**config.mk**
```make
export PLATFORM = sky130hd
export DESIGN_NAME = load_store_unit
export DESIGN_NICKNAME = d
export VERILOG_FILES = /design/src/rtl/lsu_pkg.sv /design/src/rtl/lsu_align.sv /design/src/rtl/load_store_unit.sv
export SDC_FILE = /design/constraint.sdc
export NUM_CORES = 1
export LEC_CHECK = 0
export ABC_AREA = 1
export ABC_CLOCK_PERIOD_IN_PS = 6000
export CAP_MARGIN = 40
export CORE_UTILIZATION = 45
export CTS_CLUSTER_SIZE = 30
export DETAILED_ROUTE_END_ITERATION = 10
export PLACE_DENSITY = 0.75
export SLEW_MARGIN = 10
export SYNTH_ARGS = -nofsm -noshare
export SYNTH_HDL_FRONTEND = slang
export SYNTH_SLANG_ARGS = --single-unit
```
**constraint.sdc**
```tcl
create_clock -name clk -period 6 [get_ports clk]
set_clock_uncertainty 0.05 [all_clocks]
set_input_delay 1.2 -clock clk [delete_from_list [all_inputs] [get_ports clk]]
set_output_delay 1.2 -clock clk [all_outputs]
set_load 0.1 [all_outputs]
```
**src/rtl/lsu_pkg.sv**
```systemverilog
// Shared width codes, request bundle and FSM encoding for the load/store unit.
// Misalignment trapping is selected in load_store_unit via LSU_MISALIGN_TRAP_EN.
package lsu_pkg;

    localparam logic [2:0] F3_B  = 3'b000;
    localparam logic [2:0] F3_H  = 3'b001;
    localparam logic [2:0] F3_W  = 3'b010;
    localparam logic [2:0] F3_BU = 3'b100;
    localparam logic [2:0] F3_HU = 3'b101;

    typedef enum logic [1:0] {
        IDLE,
        ACCESS,
        MERGE,
        RESP
    } lsu_state_e;

    typedef struct packed {
        logic        we;
        logic [2:0]  funct3;
        logic [31:0] addr;
        logic [31:0] wdata;
    } lsu_req_t;

    function automatic logic req_bad(
        input lsu_req_t r,
        input logic     trap
    );
        logic code_bad;
        logic mis;
        mis = 1'b0;
        case (r.funct3)
            F3_H, F3_HU: mis = r.addr[0];
            F3_W:        mis = |r.addr[1:0];
            default:     mis = 1'b0;
        endcase
        if (r.we)
            code_bad = !(r.funct3 inside {F3_B, F3_H, F3_W});
        else
            code_bad = r.funct3 inside {3'b011, 3'b110, 3'b111};
        return code_bad | (trap & mis);
    endfunction

endpackage

```
**src/rtl/lsu_align.sv**
```systemverilog
// Combinational lane logic: load extract/extend and store lane merge
// into the word read back from the data RAM.
module lsu_align
    import lsu_pkg::*;
(
    input  logic [2:0]  funct3,
    input  logic [1:0]  offset,
    input  logic [31:0] rword,
    input  logic [31:0] wdata,
    output logic [31:0] load_data,
    output logic [31:0] merged
);

    logic [7:0]  lane_b;
    logic [15:0] lane_h;

    always_comb begin
        lane_b = rword[7:0];
        unique case (offset)
            2'd0: lane_b = rword[7:0];
            2'd1: lane_b = rword[15:8];
            2'd2: lane_b = rword[23:16];
            2'd3: lane_b = rword[31:24];
        endcase
        // Halfword lane follows addr[1] only; addr[0] is dropped here.
        lane_h = offset[1] ? rword[31:16] : rword[15:0];
    end

    always_comb begin
        load_data = rword;
        case (funct3)
            F3_B:    load_data = {{24{lane_b[7]}}, lane_b};
            F3_BU:   load_data = {24'h0, lane_b};
            F3_H:    load_data = {{16{lane_h[15]}}, lane_h};
            F3_HU:   load_data = {16'h0, lane_h};
            default: load_data = rword;
        endcase
    end

    always_comb begin
        merged = rword;
        if (funct3 == F3_B) begin
            unique case (offset)
                2'd0: merged[7:0]   = wdata[7:0];
                2'd1: merged[15:8]  = wdata[7:0];
                2'd2: merged[23:16] = wdata[7:0];
                2'd3: merged[31:24] = wdata[7:0];
            endcase
        end else if (funct3 == F3_H) begin
            if (offset[1])
                merged[31:16] = wdata[15:0];
            else
                merged[15:0] = wdata[15:0];
        end
    end

endmodule

```
**src/rtl/load_store_unit.sv**
```systemverilog
// RV32 load/store unit: IDLE/ACCESS/MERGE/RESP over a word RAM.
// Define LSU_MISALIGN_TRAP_EN to reject misaligned halfword/word accesses.
module load_store_unit
    import lsu_pkg::*;
(
    input  logic        clk,
    input  logic        rst,
    input  logic        req_valid,
    output logic        req_ready,
    input  logic        req_we,
    input  logic [2:0]  req_funct3,
    input  logic [31:0] req_addr,
    input  logic [31:0] req_wdata,
    output logic        resp_valid,
    output logic [31:0] resp_rdata,
    output logic        resp_err,
    output logic        mem_we,
    output logic [31:0] mem_addr,
    output logic [31:0] mem_din,
    input  logic [31:0] mem_dout
);

`ifdef LSU_MISALIGN_TRAP_EN
    localparam logic TRAP = 1'b1;
`else
    localparam logic TRAP = 1'b0;
`endif

    lsu_state_e  state;
    lsu_state_e  state_nx;
    lsu_req_t    req_in;
    lsu_req_t    req_q;
    logic [31:0] merge_q;
    logic [31:0] load_data;
    logic [31:0] merged;
    logic        accept;
    logic        bad;
    logic        is_ld;
    logic        is_sw;
    logic        is_part;

    assign req_in   = {req_we, req_funct3, req_addr, req_wdata};
    assign accept   = req_valid && (state == IDLE);
    assign bad      = req_bad(req_in, TRAP);
    assign mem_addr = {req_q.addr[31:2], 2'b00};

    assign is_ld   = !req_q.we;
    assign is_sw   = req_q.we && (req_q.funct3 == F3_W);
    assign is_part = req_q.we && (req_q.funct3 != F3_W);

    lsu_align u_align (
        .funct3    (req_q.funct3),
        .offset    (req_q.addr[1:0]),
        .rword     (mem_dout),
        .wdata     (req_q.wdata),
        .load_data (load_data),
        .merged    (merged)
    );

    always_ff @(posedge clk or posedge rst) begin
        if (rst)
            state <= IDLE;
        else
            state <= state_nx;
    end

    always_comb begin
        state_nx   = state;
        req_ready  = 1'b0;
        resp_valid = 1'b0;
        mem_we     = 1'b0;
        mem_din    = '0;
        unique case (state)
            IDLE: begin
                req_ready = 1'b1;
                if (req_valid)
                    state_nx = bad ? RESP : ACCESS;
            end
            ACCESS: begin
                unique case (1'b1)
                    is_ld:   state_nx = RESP;
                    is_sw: begin
                        mem_we   = 1'b1;
                        mem_din  = req_q.wdata;
                        state_nx = RESP;
                    end
                    is_part: state_nx = MERGE;
                endcase
            end
            MERGE: begin
                mem_we   = 1'b1;
                mem_din  = merge_q;
                state_nx = RESP;
            end
            RESP: begin
                resp_valid = 1'b1;
                state_nx   = IDLE;
            end
            default: state_nx = IDLE;
        endcase
    end

    // Response registers only change on the edge that enters RESP.
    always_ff @(posedge clk or posedge rst) begin
        if (rst) begin
            req_q      <= '0;
            merge_q    <= '0;
            resp_rdata <= '0;
            resp_err   <= 1'b0;
        end else begin
            if (accept) begin
                req_q <= req_in;
                if (bad) begin
                    resp_err   <= 1'b1;
                    resp_rdata <= '0;
                end
            end
            if (state == ACCESS) begin
                merge_q <= merged;
                if (state_nx == RESP) begin
                    resp_err   <= 1'b0;
                    resp_rdata <= req_q.we ? 32'h0 : load_data;
                end
            end
            if (state == MERGE) begin
                resp_err   <= 1'b0;
                resp_rdata <= '0;
            end
        end
    end

endmodule
```
Yosys cells after proc, flatten, opt, wreduce, memory -nomap -nowiden
Index checks and enable logic that the tools add are counted.
{ "classes": {"eq_ne": 17, "muxes": 33, "reduce_logical": 12} }
{ "op_table": {"columns": ["op", "count"], "rows": [
  ["32-bit 2-to-1 mux", 9],
  ["32-bit case mux with 4 select lines", 1],
  ["32-bit case mux with 2 select lines", 1],
  ["16-bit 2-to-1 mux", 3],
  ["8-bit 2-to-1 mux", 4],
  ["8-bit case mux with 4 select lines", 1],
  ["3-bit equality test, second input constant", 4],
  ["2-bit equality test, second input constant", 5],
  ["3-bit by 2-bit equality test with 1-bit output, second input constant", 3],
  ["1-bit 2-to-1 mux", 9],
  ["2-bit case mux with 4 select lines", 1],
  ["3-bit by 1-bit equality test with 1-bit output, second input constant", 2],
  ["3-bit logical NOT", 2],
  ["3-bit nonzero test", 2],
  ["2-bit by 1-bit equality test with 1-bit output, second input constant", 2],
  ["2-bit logical NOT", 2],
  ["2-bit 2-to-1 mux", 2],
  ["2-bit case mux with 2 select lines", 1],
  ["1-bit logical AND", 3],
  ["3-bit by 2-bit inequality test with 1-bit output, second input constant", 1],
  ["1-bit logical NOT", 2],
  ["1-bit case mux with 2 select lines", 1],
  ["2-bit OR reduction", 1]
]} }
{ "totals": {"reg_bits": 135, "inputBits": 103, "out_inout_bits": 100, "elab_cells": 70} }

Depth between registers and ports, before layout
{ "logic_depth": {"word_depth": 11, "mapped_depth": 12, "mapped_depth_nobuf": 12} }

By module
From an unflattened synthesis, not the netlist that was laid out.
{ "unflattened": {"cells_unflattened": 1179, "area_unflattened_um2": 8245.4} }
{ "by_module_without_submodules": {"columns": ["module", "n_inst", "cells_each", "area_per_inst_um2", "seq_area_each_um2"], "rows": [
  ["load_store_unit", 1, 751, 6263.5, 3378.2],
  ["lsu_align", 1, 428, 1981.9, 0.0]
]} }

Least setup slack after synthesis
Ideal clock, no wire load.
{ "synth_timing": {"path_kind": "register to output", "startpoint": "reg state[1]", "endpoint": "out mem_din[22]", "arrival_ns": 2.830, "t_required_ns": 4.750, "path_slack_ns": 1.920, "path_stages_with_launch": 10, "path_buffers": 1, "cell_sequence": "dfrtp_1 -> inv_1 -> ha_1 -> nand2_1 -> clkinv_1 -> nand2_2 -> nor2_1 -> buf_2 -> nand2_1 -> a21oi_1"} }
{ "synth_via": {"elab_chain_cells": 2, "word_cells_on_any_way": 3, "cone_classes": "eq/ne (2); mux (1)"} }
{ "synth_rtl": {"columns": ["item", "line_no", "text"], "rows": [
  ["from (decl)", "load_store_unit.sv:29", "lsu_state_e state;"],
  ["from (signal assigned)", "load_store_unit.sv:64", "state <= state_nx;"],
  ["2-bit equality test / 2-bit by 1-bit equality test with 1-bit output (equally long branches)", "load_store_unit.sv:73", "unique case (state)"],
  ["32-bit case mux with 2 select lines *", "load_store_unit.sv:73", null],
  ["to (decl)", "load_store_unit.sv:19", "output logic [31:0] mem_din,"]
]} }
Every way passes the cells marked *; elsewhere a longest branch is shown, timed or not.

Worst setup path in the final report
{ "layout_timing": {"startpoint": "reg state[1]", "endpoint": "out mem_din[1]"} }
Same word-level chain as after synthesis.

==> reports/summary.txt <==
Crit-path max FO: 17
Xor and xnor fraction of the mapped netlist area: 0
Die Span X: 132.3 um
Initial antenna violation count: 0
Dominant combinational cell family by area after synthesis: simple AND/OR/NAND/NOR gates
Non-Filler Instances: 1512
Dominant cells by area after synthesis: sky130_fd_sc_hd__dfrtp_1, sky130_fd_sc_hd__nand2_1, sky130_fd_sc_hd__a21oi_1
Average wire per cell in the routed design: 17.14 um
Kind of start point of the critical path: flip-flop
Summed negative setup slack over all endpoints: 0 ns
Placed Instances: 1479
CTS Buf Count: 17
Remaining global-route overflow: 0
Post-synthesis cell count: 1055
Number of DRC violations after detailed-routing iteration 0: 967
Clock H-tree levels: 4
Simple-Gate Fraction of Synth Area: 0.2374
Die area: 0.01751 sq mm
Share of the synthesized area in the top cell type: 0.4420
Most common flop cell mapped by yosys: sky130_fd_sc_hd__dfrtp_1
Sequential cell area fraction in the yosys report: 0.4420
Maximum clock frequency: 0.2150 GHz
Arrival time worst endpoint: 3.40 ns
Number of enable-type register cells in the synthesized netlist: 0
Async S/R FF share, synth: 1.000
ANT cells: 0
Synthesis-to-finish area growth: 51.13%
Layout cell share with drive strength beyond 1: 0.1277
Critical path start-end classification: reg -> out
Number of global-route vias before repair: 7946
Area fraction in compound gates after synthesis: 0.1956
Final hold viol count: 0
Hold/Removal Path Class: reg -> reg
Unrepaired setup endpoints after global routing: false
Number of sinks on the clock net: 135
Clock Tree Root: sky130_fd_sc_hd__clkbuf_16
Routed via count: 8240
Largest net degree at the start of global routing: 68
Port Buffers: 200
Placer Congestion: 0.9740
Number of cells upsized or downsized after cts: 0
Cell with the largest stage delay on the worst path: sky130_fd_sc_hd__nor2_2
Count of distinct cell types in the synthesized netlist: 30
Area of combinational cells with multiple inputs: 0.003390 sq mm
Die span in y: 132.3 um
Area taken by flip-flops and latches: 0.003378 sq mm
Core Box Area: 0.01658 sq mm
Mux share of post-synthesis cell area: 0
Global Route Usage Sum: 0.3028
Final critical-path share of the clock period: 0.7750
Hold-fix buffer count after cts: 0
Largest area contributor in the netlist: sky130_fd_sc_hd__dfrtp_1
Most frequent cell after synthesis: sky130_fd_sc_hd__nand2_1
Critical path's largest stage delay: 0.61 ns
DR vias/cell: 5.450
Residual DRC count: 0
FILL cells: 1302
Relative slew margins: 0.4750
TritonCTS clock tree: done
Total routed wirelength: 25910 um
Hold slack: 0.4285 ns
Result of the run: complete, no violations
Launching instance or port of the critical path: state[1]
Reported max-cap violation count: 0
Std-Cell Rows: 47
Yosys warning total: 0
Initial core utilization: 0.4608
Chain of cells forming the critical path: inv_1 -> ha_2 -> nand2_1 -> clkinv_1 -> nand2_2 -> nor2_2 -> buf_4 -> nand2_1 -> a21oi_1 -> clkdlybuf4s50_1 -> buf_16
Antenna-violating nets left: 0
Clk pin slew, worst setup/hold paths: 0.06 ns
Measured slew at the worst slew-check pin: 0.7866 ns
Data required time at the worst endpoint: 4.75 ns
Setup WS pre-CTS: 1.893 ns
Number of buffers added for setup after CTS: 0
Clock insertion delay at the later pin of the skew report: 0.43 ns
Syn Area/Cell: 7.244 sq um
Origin of the worst min-delay path: mem_addr[6]
Most used cell along the critical path: sky130_fd_sc_hd__nand2_1
Reg2Reg Launch Point: state[0]
Number of pins with negative max-slew slack in the final report: 0
Wire length of the first global-routing pass: 41410 um
Post-detailed-placement half-perimeter wirelength: 19060 um
Most common library cells after synthesis: sky130_fd_sc_hd__nand2_1, sky130_fd_sc_hd__dfrtp_1, sky130_fd_sc_hd__a21oi_1
Minimum setup slack in the final design: 1.350 ns
Number of top-level pins: 203
Post-synth design cell area: 0.007642 sq mm
Endpoint type of the worst setup path: output pin
Number of synthesized register bits: 135
First-pass iteration count of the detailed router: 7
Adder and majority cell fraction of the synthesized area: 0.008186
Shortest period the worst path allows: 4.650 ns
Largest buffer count on any clock path: 2
Number of setup violations in the final report: 0
Number of nets in the layout: 1387
## routing by layer
metal | wire, um | global-route usage | vias to the layer above | part of all wire
met2 | 12410 | 0.4889 | 459 | 0.48
met4 | 813 | 0.1277 | 2 | 0.031
li1 | - | - | 3850 | -
met3 | 2449 | 0.06613 | 79 | 0.095
met1 | 10140 | 0.3894 | 3850 | 0.39
met5 | 99 | 0.04167 | - | 0.0038
## critical path: cells and delay by family (launching register included)
kind	cells	cell delay, ns
buf+inv	5	1.33
simple gates	4	0.82
flops	1	0.42
fa+ha+maj	1	0.19
compound gates	1	0.19
## sequential cells by signal (all words and copies together) (netlist names)
| register | count |
|---|---|
| merge_q | 32 |
| req_q | 38 |
| resp_rdata | 32 |
| state | 2 |
| resp_err | 1 |
| mem_addr | 30 |
## logic make-up (layout without fill, tap and decap cells)
| group | after synthesis | count (layout) |
|---|---|---|
| simple gates | 454 | 454 |
| flops | 135 | 135 |
| buf+inv | 190 | 426 |
| other cells | 1 | 2 |
| fa+ha+maj | 5 | 5 |
| compound gates | 270 | 270 |
## final cells by class
class | count | area share
clock buffers | 17 | 0.03683
clock inverters | 15 | 0.01874
inverters | 89 | 0.02914
multi-input cells | 731 | 0.2935
flip-flops and latches | 135 | 0.2925
well taps | 220 | 0.02383
repair buffers | 305 | 0.3055
## layout by cell type, fill, tap and decap left out, drive strengths merged
master	instances
a21boi	1
a21oi	122
a31oi	32
and2	1
buf	112
bufinv	4
clkbuf	17
clkdlybuf4s50	193
clkinv	5
clkinvlp	2
conb	2
dfrtp	135
ha	5
inv	93
nand2	363
nand3	39
nand3b	1
nand4	2
nor2	47
nor3	1
o211ai	38
o21a	1
o21ai	76
## stage by stage
stage | area [sq um] | utilization
floorplan | 7646 | -
global placement | 9432 | 0.5687
detailed placement | 10890 | 0.6569
CTS | 11530 | 0.6956
global route | 11550 | 0.6965
finish | 11550 | 0.6965
## final timing paths
kind                       cells past startpoint              to  slack, ns
hold / removal                                 2     mem_addr[6]       0.43
min in group asynchronous                      2     mem_addr[9]       1.22
hold reg to reg                                2     mem_addr[6]       0.43
max in group asynchronous                      3  resp_rdata[15]       3.65
setup / recovery                              11      mem_din[1]       1.35
setup reg to reg                              11  resp_rdata[19]       2.97
Power is left out: the tool's default activity adds up to more than one toggle a clock period on the data nets, which glitch-free logic cannot reach.
